--- src/rtl/multi_ch_timer.sv ---
// Multi-channel tick timer: CH_NUM independent one-shot/periodic channels driven by one
// shared prescaled tick, each with its own terminal count latched at start or reload.
// Expiry is reported as a pulse, a sticky pending flag and one masked interrupt line.
module multi_ch_timer #(
  parameter int unsigned CH_NUM = 4,
  parameter int unsigned CNT_W  = 16
) (
  input  logic                      sys_clk,
  input  logic                      sys_rst_n,
  input  logic                      tick_i,
  input  logic [CH_NUM-1:0]         cnt_en_i,
  input  logic [CH_NUM-1:0]         mode_i,
  input  logic [CH_NUM*CNT_W-1:0]   cnt_size_i,
  input  logic [CH_NUM-1:0]         irq_mask_i,
  input  logic [CH_NUM-1:0]         irq_clr_i,
  output logic [CH_NUM-1:0]         expire_o,
  output logic [CH_NUM-1:0]         timeout_o,
  output logic [CH_NUM-1:0]         pend_o,
  output logic                      irq_o
);

  typedef enum logic [1:0] {StIdle, StRun, StDone} state_e;

  localparam logic [CNT_W-1:0] CntOne = CNT_W'(1);

  logic [CH_NUM-1:0] expiry;
  logic              irq_q;

  for (genvar g = 0; g < CH_NUM; g++) begin : g_ch
    state_e           state_q;
    logic [CNT_W-1:0] count_q;
    logic [CNT_W-1:0] shadow_q;
    logic [CNT_W-1:0] size;
    logic             expire_q;
    logic             timeout_q;
    logic             pend_q;

    assign size = cnt_size_i[g*CNT_W +: CNT_W];

    // A zero-size channel fires on its first RUN edge; otherwise on the tick that
    // would make count reach shadow. Dropping cnt_en suppresses expiry.
    assign expiry[g] = (state_q == StRun) && cnt_en_i[g] &&
                       ((shadow_q == '0) || (tick_i && (count_q == shadow_q - CntOne)));

    // Channel FSM with count, shadow and registered status outputs.
    always_ff @(posedge sys_clk or negedge sys_rst_n) begin
      if (!sys_rst_n) begin
        state_q   <= StIdle;
        count_q   <= '0;
        shadow_q  <= '0;
        expire_q  <= 1'b0;
        timeout_q <= 1'b0;
        pend_q    <= 1'b0;
      end else begin
        expire_q <= expiry[g];
        // Set wins over a same-edge clear.
        pend_q   <= expiry[g] | (pend_q & ~irq_clr_i[g]);
        case (state_q)
          StIdle: begin
            count_q <= '0;
            if (cnt_en_i[g]) begin
              state_q  <= StRun;
              shadow_q <= size;
            end
          end
          StRun: begin
            if (!cnt_en_i[g]) begin
              state_q <= StIdle;
              count_q <= '0;
            end else if (expiry[g]) begin
              if (mode_i[g]) begin
                count_q  <= '0;
                shadow_q <= size;
              end else begin
                state_q   <= StDone;
                count_q   <= shadow_q;
                timeout_q <= 1'b1;
              end
            end else if (tick_i) begin
              count_q <= count_q + CntOne;
            end
          end
          StDone: begin
            if (!cnt_en_i[g]) begin
              state_q   <= StIdle;
              count_q   <= '0;
              timeout_q <= 1'b0;
            end
          end
          default: begin
            state_q   <= StIdle;
            count_q   <= '0;
            timeout_q <= 1'b0;
          end
        endcase
      end
    end

    assign expire_o[g]  = expire_q;
    assign timeout_o[g] = timeout_q;
    assign pend_o[g]    = pend_q;
  end

  // Interrupt is the masked OR of the pending flags, one cycle behind them.
  always_ff @(posedge sys_clk or negedge sys_rst_n) begin
    if (!sys_rst_n) begin
      irq_q <= 1'b0;
    end else begin
      irq_q <= |(pend_o & irq_mask_i);
    end
  end

  assign irq_o = irq_q;

endmodule

--- config.mk ---
export PLATFORM = sky130hd
export DESIGN_NAME = multi_ch_timer
export DESIGN_NICKNAME = d
export VERILOG_FILES = /design/src/rtl/multi_ch_timer.sv
export SDC_FILE = /design/constraint.sdc
export NUM_CORES = 1
export LEC_CHECK = 0
export ABC_CLOCK_PERIOD_IN_PS = 3870
export CAP_MARGIN = 30
export CORE_MARGIN = 2
export CORE_UTILIZATION = 55
export CTS_CLUSTER_DIAMETER = 30
export CTS_CLUSTER_SIZE = 14
export DETAILED_ROUTE_END_ITERATION = 7
export GPL_TIMING_DRIVEN = 0
export PLACE_DENSITY = 0.74
export SLEW_MARGIN = 20
export SYNTH_ARGS = -nofsm -noshare
export SYNTH_HDL_FRONTEND = slang
export SYNTH_SLANG_ARGS = --single-unit
--- constraint.sdc ---
create_clock -name sys_clk -period 3.87 [get_ports sys_clk]
set_input_delay 0.9675 -clock sys_clk [delete_from_list [all_inputs] [get_ports sys_clk]]
set_output_delay 0.9675 -clock sys_clk [all_outputs]
set_load 0.01 [all_outputs]
==> summary.md, run 1 <==
| Metric | Value |
|---|---|
| Synth Net Count | 1294 |
| Hpwl dp | 20800 µm |
| Most common cell in the synthesized netlist | dfrtp_1 |
| Pin count of the biggest net entering global routing | 84 |
| Status | complete, no violations |
| Longest Clk Path Bufs | 2 |
| Clock root cell | clkbuf_16 |
| GRT Total Usage | 28.7% |
| Ys flop type | dfrtp_1 |
| Final hold slack | 462 ps |
| Synth unique cells | 91 |
| Final hold violation count | 0 |
| Syn Area/Cell | 8.80 µm² |
| Fin. max-slew vios | 0 |
| Post-synth EDFFs | 0 |
| Slew at the pin closest to its max-slew limit | 900 ps |
| RSZ-0062 raised after global routing | false |
| Synth Area in Compound Gates | 19.6% |
| Vias per inst | 6.35 |
| First-pass GRT wire length | 47300 µm |
| Drt drc | 0 |
| Startpoint types | flip-flop |
| CP Class | reg2reg |
| Max FO, Critical Path | 10 |
| Latest clock arrival within the worst-skew pair | 440 ps |
| Final setup viols | 0 |
| Sequential cell area | 0.00373 mm² |
| Post-layout instance area | 0.0126 mm² |
| Multi-input logic area | 0.00642 mm² |
| Core box area | 0.0188 mm² |
| Fin util | 67.1% |
| Ys async rst share | 100% |
| Setup TNS | 0 ps |
| Nets | 1418 |
| # rows | 50 |
| TritonCTS clock tree | yes |
| Area Growth Syn to Fin | 19.0% |
| Critical path endpoint category | flip-flop |
| Vias | 9988 |
| Mapped Area | 0.0106 mm² |
| Sink Count | 149 |
| WL per Instance | 18.3 µm |
| Cells after synthesis | 1203 |
| # H-tree levels | 4 |
| Cell taking the most area after synthesis | dfrtp_1 |
| Synth warn | 0 |
| Number of global-route vias before repair | 9476 |
| Hold buffers post-CTS | 0 |
| Largest family of logic cells by synthesized area | simple AND/OR/NAND/NOR gates |
| Crit path arrival time | 3990 ps |
| Number of max-cap violations | 0 |
| Top-area cell type share of the netlist area | 35.2% |
| Fmax | 273 MHz |
| Share of layout cells above drive strength 1 | 11.6% |
| Synth top area cells | dfrtp_1 (35%), mux2_2 (4.6%), nand2_1 (3.7%), xnor2_1 (3.6%), nor2_1 (3.4%) |
| Simple-Gate Fraction of Synth Area | 24.5% |
| Most common library cells after synthesis | dfrtp_1 (149), nand2_1 (104), nor2_1 (95), clkbuf_1 (53), nand3_1 (53) |
| Lkg Pwr | 5.07 nW |
| Worst ir drop on vdd | 0.326 mV |
| Clock slew at reported path FFs | 60 ps |
| Die ar. | 0.0204 mm² |
| Starting Density | 56.4% |
| GP Congestion | 0.970 |
| Port bufs | 94 |
| Chip width | 143 µm |
| CTS buffer count | 17 |
| Tmin final | 3670 ps |
| XOR/XNOR Fraction of Synth Area | 6.67% |
| Seq/Total Area, Yosys | 35.2% |
| Ports | 96 |
| Area share of fa/ha/maj cells after synthesis | 0.946% |
| Mux contribution to synthesized area | 7.94% |
| Worst Path Required | 4190 ps |
| Skew final | 9.85 ps |
| Hold Crit Class | in2async |
| Initial DRT Pass Iterations | 6 |
| Cell area after placement | 0.0119 mm² |
| Power Dens Cells | 356 mW/mm² |
| Slew margin rel. | 39.8% |
| Post-route ant nets | 0 |
| DRT iter0 DRCs | 870 |
| Fillers | 1571 |
| Die height | 143 µm |
| Drt total wl | 28700 µm |
| Antenna violations before repair | 0 |
| N_diodes | 0 |
| Synthesized flop and latch total | 149 |
| Final worst path period share | 94.8% |
| Overflow after GRT | 0 |
==> timing repair <==
item | CTS | global route
setup buffers | 0 | 7
gates resized for setup | 2 | 15
endpoints found under the hold margin | 0 | 0
setup endpoints to repair | 20 | 86
cloned | 0 | 0
pin swaps | 1 | 2
==> flip-flops by register name (all words and copies together) (netlist names) <==
register,flops
g_ch.count_q,64
g_ch.expire_q,4
g_ch.pend_q,4
g_ch.shadow_q,64
g_ch.state_q,8
g_ch.timeout_q,4
irq_o,1
==> final timing paths <==
| check | startpoint | cells after the start | slack (ps) | end |
|---|---|---|---|---|
| worst max-delay path | g_ch[1].shadow_q[0] | 11 | 200 | g_ch[1].shadow_q[15] |
| worst min-delay path | sys_rst_n | 1 | 460 | g_ch[0].shadow_q[11] |
| worst max register to register | g_ch[1].shadow_q[0] | 11 | 200 | g_ch[1].shadow_q[15] |
| worst min register to register | g_ch[2].timeout_q | 2 | 470 | g_ch[2].timeout_q |
| max in group asynchronous | sys_rst_n | 2 | 2590 | g_ch[1].shadow_q[9] |
| min in group sys_clk | g_ch[2].timeout_q | 2 | 470 | g_ch[2].timeout_q |
==> logic make-up after synthesis <==
logic type / after synthesis
and+or+nand+nor: 485
AOI/OAI and AO/OA: 290
DFF: 149
buffers and inverters: 120
xor gates and xnor gates: 79
muxes: 72
adders and majority gates: 8
==> report_power, final <==
part / internal [mW] / leakage (nW) / switching [mW]
registers: 1.68 / 1.92 / 0.190
clock network: 0.942 / 0.268 / 0.701
logic: 0.457 / 2.89 / 0.512
==> cell type report <==
type | count | share of cell area [%]
Multi-Input combinational cell | 934 | 51.0
Sequential cell | 149 | 29.6
Timing Repair Buffer | 106 | 8.31
Clock buffer | 18 | 3.41
Buffer | 81 | 3.13
Tap cell | 234 | 2.33
Inverter | 38 | 1.13
Clock inverter | 13 | 1.08
==> layout by cell type, fill, tap and decap left out, drive strengths merged, types with 8 or more instances in the layout <==
cell type	Yosys	routed
dfrtp	149	149
nand2	105	105
nor2	95	95
clkdlybuf4s50	0	93
clkbuf	53	72
mux2	66	66
nand3	53	53
a21oi	53	53
o21ai	52	52
xnor2	43	43
nor3	42	42
buf	29	40
inv	38	38
xor2	35	35
a31oi	26	26
nand4	24	24
and3	22	22
nor4	22	22
or4	19	19
or3	15	15
nand2b	15	15
nor2b	15	15
a22oi	13	13
a211oi	13	13
and2	12	12
nand3b	11	11
o21a	9	9
a221o	9	9
a21o	9	9
nor4b	9	9
ha	8	8
==> stage by stage <==
step	setup slack, ps	instances	total power [mW]
6_report	202	1573	4.48
5_1_grt	8.95	1573	4.69
4_1_cts	5.53	1565	4.46
3_5_place_dp	-450	1534	2.83
3_3_place_gp	-4350	1531	2.80
2_1_floorplan	492	1203	2.50
==> critical path, stage by stage (launching register included) <==
cell and delay (ps):
dfrtp_1 510, inv_1 110, ha_1 260, or4b_4 540, or4_1 540, o311a_1 140
o21ai_1 190, nor4b_4 330, a21oi_4 130, o22ai_4 270, buf_6 230, mux2_4 310
==> routing by layer <==
metal	track usage, %	wire (µm)	up-vias
li1	-	-	4727
met1	39.6	13000	4817
met2	46.5	13400	384
met3	4.36	1700	60
met4	9.54	635	0
met5	0	0	-
Power figures use the tool's default switching activity.
==> run 2, diff against run 1 <==
--- a/config.mk
+++ b/config.mk
@@ -8,12 +8,12 @@
 export ABC_CLOCK_PERIOD_IN_PS = 3870
 export CAP_MARGIN = 30
 export CORE_MARGIN = 2
-export CORE_UTILIZATION = 55
+export CORE_UTILIZATION = 45
 export CTS_CLUSTER_DIAMETER = 30
 export CTS_CLUSTER_SIZE = 14
 export DETAILED_ROUTE_END_ITERATION = 7
 export GPL_TIMING_DRIVEN = 0
-export PLACE_DENSITY = 0.74
+export PLACE_DENSITY = 0.62
 export SLEW_MARGIN = 20
 export SYNTH_ARGS = -nofsm -noshare
 export SYNTH_HDL_FRONTEND = slang
==> run 2 against run 1 <==
  * Maximum frequency fell by 0.40%
  * Critical path type unchanged
  * Die area rose by 22%
  * Final area rose by 0.92%
  * Flip-flop and latch count did not move
  * Non-clock buffer count rose by 4
  * Sequential share of layout area fell by 0.27 points
  * Final cell count rose by 5.7%
  * Clock-buffer cell count did not move
  * First-iteration DRC count rose by 22%
  * Utilization fell by 12 points
  * Largest cell class unchanged
  * Setup slack got worse by 15 ps
  * Global-route usage fell by 4.1 points
==> summary.md, run 2 (synthesized netlist as in run 1, its figures left out) <==
| Metric | Value |
|---|---|
| Nets | 1422 (+0.28%) |
| Post-route ant nets | 0 (unchanged) |
| Final hold slack | 474 ps (+11.8 ps) |
| Share of layout cells above drive strength 1 | 12.1% (+0.48 points) |
| Fin. max-slew vios | 0 (unchanged) |
| Crit path arrival time | 4000 ps (about the same) |
| Final setup viols | 0 (unchanged) |
| Vias per inst | 5.96 (-6.1%) |
| Power Dens Cells | 351 mW/mm² (-1.5%) |
| Antenna violations before repair | 0 (unchanged) |
| N_diodes | 0 (unchanged) |
| GP Congestion | 0.930 (-4.1%) |
| Lkg Pwr | 5.10 nW (+0.45%) |
| DP Worst Slack | -485 ps (-35.7 ps) |
| Drt total wl | 30000 µm (+4.4%) |
| Overflow after GRT | 0 (unchanged) |
| Status | complete, no violations |
| Slew margin rel. | 30.4% (-9.4 points) |
| Largest regs | g_ch.count_q (64), g_ch.shadow_q (64), g_ch.state_q (8) |
| Clock slew at reported path FFs | 60 ps (about the same) |
| RSZ-0062 raised after global routing | false |
| Initial DRT Pass Iterations | 6 (unchanged) |
| Number of global-route vias before repair | 9164 (-3.3%) |
| Port bufs | 94 (unchanged) |
| Critical-path cell list | inv_1 > ha_1 > or4b_4 > or4_4 > and3_1 > a2111o_1 > or2_1 > a21oi_2 > o22ai_4 > buf_6 > mux2_4 |
| Cell area after placement | 0.0120 mm² (+0.91%) |
| Startpoint types | flip-flop |
| Hpwl dp | 21600 µm (+4.0%) |
| Latest clock arrival within the worst-skew pair | 440 ps (about the same) |
| Chip width | 157 µm (+10%) |
| Final worst path period share | 95.1% (+0.38 points) |
| Family with the most delay on the worst path | simple AND/OR/NAND/NOR gates |
| Fmax | 272 MHz (-0.40%) |
| Max FO, Critical Path | 10 (unchanged) |
| Vias | 9917 (-0.71%) |
| Die ar. | 0.0248 mm² (+22%) |
| Crit path buffers/inverters | 2 (unchanged) |
| Skew final | 14.8 ps (+4.97 ps) |
| WL per Instance | 18.0 µm (-1.3%) |
| DRT iter0 DRCs | 1063 (+22%) |
| Critical path endpoint category | flip-flop |
| Hold buffers post-CTS | 0 (unchanged) |
| CP Class | reg2reg |
| Clock root cell | clkbuf_16 |
| Pin count of the biggest net entering global routing | 79 (-6.0%) |
| Number of max-cap violations | 0 (unchanged) |
| Sink Count | 149 (unchanged) |
| Final setup margin | 188 ps (-14.6 ps) |
| Drt drc | 0 (unchanged) |
| Worst Path Required | 4190 ps (about the same) |
| GRT Total Usage | 24.6% (-4.1 points) |
| # rows | 56 (+12%) |
| Crit-path max cell delay | 530 ps (about the same) |
| Die height | 157 µm (+10%) |
| # H-tree levels | 4 (unchanged) |
| Core box area | 0.0233 mm² (+24%) |
| Post-layout instance area | 0.0127 mm² (+0.92%) |
| Worst ir drop on vdd | 0.215 mV (-34%) |
| Tmin final | 3680 ps (+14.6 ps) |
| Commonest non-fill, non-tap cells in the layout | dfrtp_1 (149), nand2_1 (104), nor2_1 (95) |
| Hold Crit Class | reg2reg |
| Ports | 96 (unchanged) |
| Reg-to-reg setup timing slack | 190 ps (about the same) |
| Area Growth Syn to Fin | 20.1% |
| Most common cell after layout, fill and taps aside | dfrtp_1 |
| CTS buffer count | 17 (unchanged) |
| Setup TNS | 0 ps (unchanged) |
| Final hold violation count | 0 (unchanged) |
| CP max stage cell | or4b_4 |
| TritonCTS clock tree | yes |
| Slew at the pin closest to its max-slew limit | 1030 ps (+130 ps) |
| First-pass GRT wire length | 48600 µm (+2.9%) |
| Fillers | 2173 (+38%) |
| Starting Density | 45.5% (-11 points) |
| Longest Clk Path Bufs | 2 (unchanged) |
run 2: changes by cell type in the layout (fill, tap and decap cells not counted):
cell / before / now
clkbuf_1: 53 / 52
nor4_1: 15 / 14
nor4_4: 4 / 3
a21o_2: 0 / 1
clkinvlp_4: 4 / 2
buf_4: 20 / 26
inv_6: 0 / 3
nor4_2: 3 / 5
a21o_4: 1 / 0
a21oi_4: 2 / 1
a21oi_2: 0 / 1
bufinv_16: 2 / 1
buf_2: 9 / 8
clkinv_4: 3 / 4
run 2: routing by layer:
layer  track usage [%]  wire length [µm]  up-vias
li1                  -                 -     4727
met1              35.1             13900     4801
met2              38.3             13700      339
met3              4.02              1770       50
met4              7.53               627        0
met5                 0                 0        -
run 2: final timing paths:
kind                                     startpoint  cells past startpoint                    to
max in group asynchronous                 sys_rst_n                      2    g_ch[1].count_q[4]
worst min-delay path              g_ch[2].timeout_q                      2     g_ch[2].timeout_q
min in group asynchronous                 sys_rst_n                      1  g_ch[0].shadow_q[11]
worst max register to register  g_ch[1].shadow_q[0]                     11   g_ch[1].shadow_q[1]
worst max-delay path            g_ch[1].shadow_q[0]                     11   g_ch[1].shadow_q[1]
worst min register to register    g_ch[2].timeout_q                      2     g_ch[2].timeout_q
run 2: power by group:
| group | internal, mW | switching (mW) | total [mW] |
|---|---|---|---|
| Combinational | 0.460 | 0.512 | 0.972 |
| Clock | 0.889 | 0.722 | 1.61 |
| Sequential | 1.68 | 0.195 | 1.87 |
run 2: tightest hold or removal path, stage by stage (launching register included):
cell	delay, ps
dfrtp_1	340
nand2_1	50
nand2_1	50
run 2: area by class of cell:
type                            count  area (µm²)  share of cell area [%]
Multi-Input combinational cell    934        6410                    50.4
Sequential cell                   149        3730                    29.3
Timing Repair Buffer              110        1080                    8.51
Clock buffer                       18         429                    3.38
Tap cell                          319         399                    3.14
Buffer                             81         395                    3.11
Inverter                           38         143                    1.12
Clock inverter                     14         126                   0.994
run 2: through the flow:
stage / total power [mW] / util (%) / instances
2_1_floorplan: 2.50 / - / 1203
3_3_place_gp: 2.82 / 51.3 / 1616
3_5_place_dp: 2.84 / 51.4 / 1618
4_1_cts: 4.47 / 53.9 / 1650
5_1_grt: 4.69 / 54.6 / 1663
6_report: 4.46 / 54.6 / 1663
run 2: repair_timing:
action / CTS / global route
endpoints found under the setup margin: 20 / 89
cloned: 0 / 0
resized for setup: 2 / 15
pin swaps: 1 / 4
setup buffers: 0 / 13
==> run 3, diff against run 2 <==
--- a/config.mk
+++ b/config.mk
@@ -12,6 +12,7 @@
 export CTS_CLUSTER_DIAMETER = 30
 export CTS_CLUSTER_SIZE = 14
 export DETAILED_ROUTE_END_ITERATION = 7
+export GPL_ROUTABILITY_DRIVEN = 0
 export GPL_TIMING_DRIVEN = 0
 export PLACE_DENSITY = 0.62
 export SLEW_MARGIN = 20
==> run 3 against run 2 <==
  * First-iteration DRC count decreased by 21%
  * Power rose by 2.5%
  * Largest power group unchanged
  * Highest routed layer unchanged
  * Final area rose by 0.42%
  * Critical path depth stayed put
  * Clock skew is 2.7 ps higher
  * Maximum frequency grew 0.87%
==> summary.md, run 3 (synthesized netlist as in run 1, its figures left out) <==
| Metric | Value |
|---|---|
| DP Worst Slack | -459 ps (+26.8 ps) |
| Hold Crit Class | in2async |
| Worst ir drop on vdd | 0.209 mV (-2.7%) |
| Max FO, Critical Path | 10 (unchanged) |
| Post-route ant nets | 0 (unchanged) |
| Startpoint types | flip-flop |
| Tmin final | 3650 ps (-31.9 ps) |
| Clock slew at reported path FFs | 70 ps (about the same) |
| Core box area | 0.0233 mm² (unchanged) |
| Reg2reg path depth | 11 (unchanged) |
| Most common cell after layout, fill and taps aside | dfrtp_1 |
| Skew final | 17.5 ps (+2.71 ps) |
| Commonest non-fill, non-tap cells in the layout | dfrtp_1 (149), nand2_1 (104), nor2_1 (95) |
| Starting Density | 45.5% (unchanged) |
| DRT iter0 DRCs | 838 (-21%) |
| Die ar. | 0.0248 mm² (unchanged) |
| Critical path endpoint category | flip-flop |
| Overflow after GRT | 0 (unchanged) |
| Fin util | 54.9% (+0.23 points) |
| Final hold violation count | 0 (unchanged) |
| Final setup viols | 0 (unchanged) |
| Port bufs | 94 (unchanged) |
| Reg-to-reg setup timing slack | 220 ps (+30 ps) |
| Pin count of the biggest net entering global routing | 83 (+5.1%) |
| Final setup margin | 220 ps (+31.9 ps) |
| Power, Total | 4.57 mW (+2.5%) |
| # rows | 56 (unchanged) |
| Final hold slack | 445 ps (-29.0 ps) |
| Worst Path Required | 4200 ps (about the same) |
| Lkg Pwr | 5.11 nW (+0.31%) |
| Drt drc | 0 (unchanged) |
| GRT Total Usage | 24.9% (+0.32 points) |
| CP Class | reg2reg |
| Number of max-cap violations | 0 (unchanged) |
| Reg-to-reg startpoint | g_ch[1].shadow_q[0] |
| Vias | 9853 (-0.65%) |
| Fillers | 2205 (+1.5%) |
| Power Dens Cells | 358 mW/mm² (+2.0%) |
| Final worst path period share | 94.3% (-0.82 points) |
| Cell area after placement | 0.0120 mm² (unchanged) |
| Sink Count | 149 (unchanged) |
| N_diodes | 0 (unchanged) |
| Fin. max-slew vios | 0 (unchanged) |
| # H-tree levels | 4 (unchanged) |
| Crit path arrival time | 3980 ps (-20 ps) |
| Post-layout instance area | 0.0128 mm² (+0.42%) |
| Die height | 157 µm (unchanged) |
| WL per Instance | 18.1 µm (+0.67%) |
| Hpwl dp | 21700 µm (+0.35%) |
| Slew margin rel. | 38.0% (+7.6 points) |
| Drt total wl | 30200 µm (+0.67%) |
| Latest clock arrival within the worst-skew pair | 450 ps (about the same) |
| Clock root cell | clkbuf_16 |
| Initial DRT Pass Iterations | 7 (+1) |
| Slew at the pin closest to its max-slew limit | 926 ps (-104 ps) |
| Chip width | 157 µm (unchanged) |
| First-pass GRT wire length | 49200 µm (+1.2%) |
| Number of global-route vias before repair | 9343 (+2.0%) |
| Longest Clk Path Bufs | 2 (unchanged) |
| Fmax | 274 MHz (+0.87%) |
| Nets | 1422 (unchanged) |
| Largest regs | g_ch.count_q (64), g_ch.shadow_q (64), g_ch.state_q (8) |
| TritonCTS clock tree | yes |
| Worst R2R End | g_ch[1].shadow_q[2] |
| Area Growth Syn to Fin | 20.6% |
| Ports | 96 (unchanged) |
| Vias per inst | 5.92 (-0.65%) |
| CTS buffer count | 17 (unchanged) |
| Antenna violations before repair | 0 (unchanged) |
| Share of layout cells above drive strength 1 | 12.0% (-0.074 points) |
| Status | complete, no violations |
run 3: power by group:
| group | switching, mW | internal [mW] | leakage [nW] | total (mW) |
|---|---|---|---|---|
| Sequential | 0.198 | 1.68 | 1.92 | 1.88 |
| Clock | 0.740 | 0.975 | 0.281 | 1.72 |
| Combinational | 0.514 | 0.461 | 2.91 | 0.974 |
run 3: how the worst max path moves through the flow:
stage | start | end | slack [ps] | depth (start not counted)
3_5_place_dp | tick_i | g_ch[2].shadow_q[14] | -460 | 9
2_1_floorplan | g_ch[1].shadow_q[0] | g_ch[1].shadow_q[0] | 490 | 12
4_1_cts | g_ch[2].shadow_q[0] | g_ch[2].shadow_q[14] | 10 | 11
5_1_grt | g_ch[2].shadow_q[0] | g_ch[2].count_q[3] | -10 | 12
3_3_place_gp | sys_rst_n | g_ch[1].shadow_q[11] | -4630 | 1
6_report | g_ch[1].shadow_q[0] | g_ch[1].shadow_q[2] | 220 | 11
run 3: stage by stage:
| stage | instances | setup TNS, ps |
|---|---|---|
| CTS | 1651 | 0 |
| global placement | 1616 | -695800 |
| floorplan | 1203 | 0 |
| global route | 1663 | -14.3 |
| finish | 1663 | 0 |
| detailed placement | 1618 | -7800 |
run 3: per-layer routing:
metal	share of wire, %	GRT usage, %	up-vias
li1	-	-	4722
met1	47	35.4	4811
met2	46	39.2	284
met3	5.2	4.49	36
met4	1.5	6.67	0
met5	0	0	-
run 3: repair_timing:
item	in CTS	in global routing
buffers inserted	1	10
gates resized for setup	2	15
setup endpoints to repair	20	81
hold buffers	0	0
pin swaps	1	4
run 3: final cells by class:
class,instances,area (µm²),area share [%]
Timing Repair Buffer,110,1080,8.43
Clock inverter,13,145,1.14
Inverter,38,143,1.12
Tap cell,319,399,3.13
Clock buffer,19,443,3.47
Buffer,81,392,3.07
Sequential cell,149,3730,29.2
Multi-Input combinational cell,934,6440,50.4
run 3: critical path, cell delays in order (launching register included):
cell and delay (ps):
dfrtp_1 510, inv_1 110, ha_1 240, or4b_4 540, or4_1 550, o311a_1 140, o21ai_1 180, nor4b_4 300
a21oi_2 150, o22ai_4 270, buf_6 230, mux2_4 310
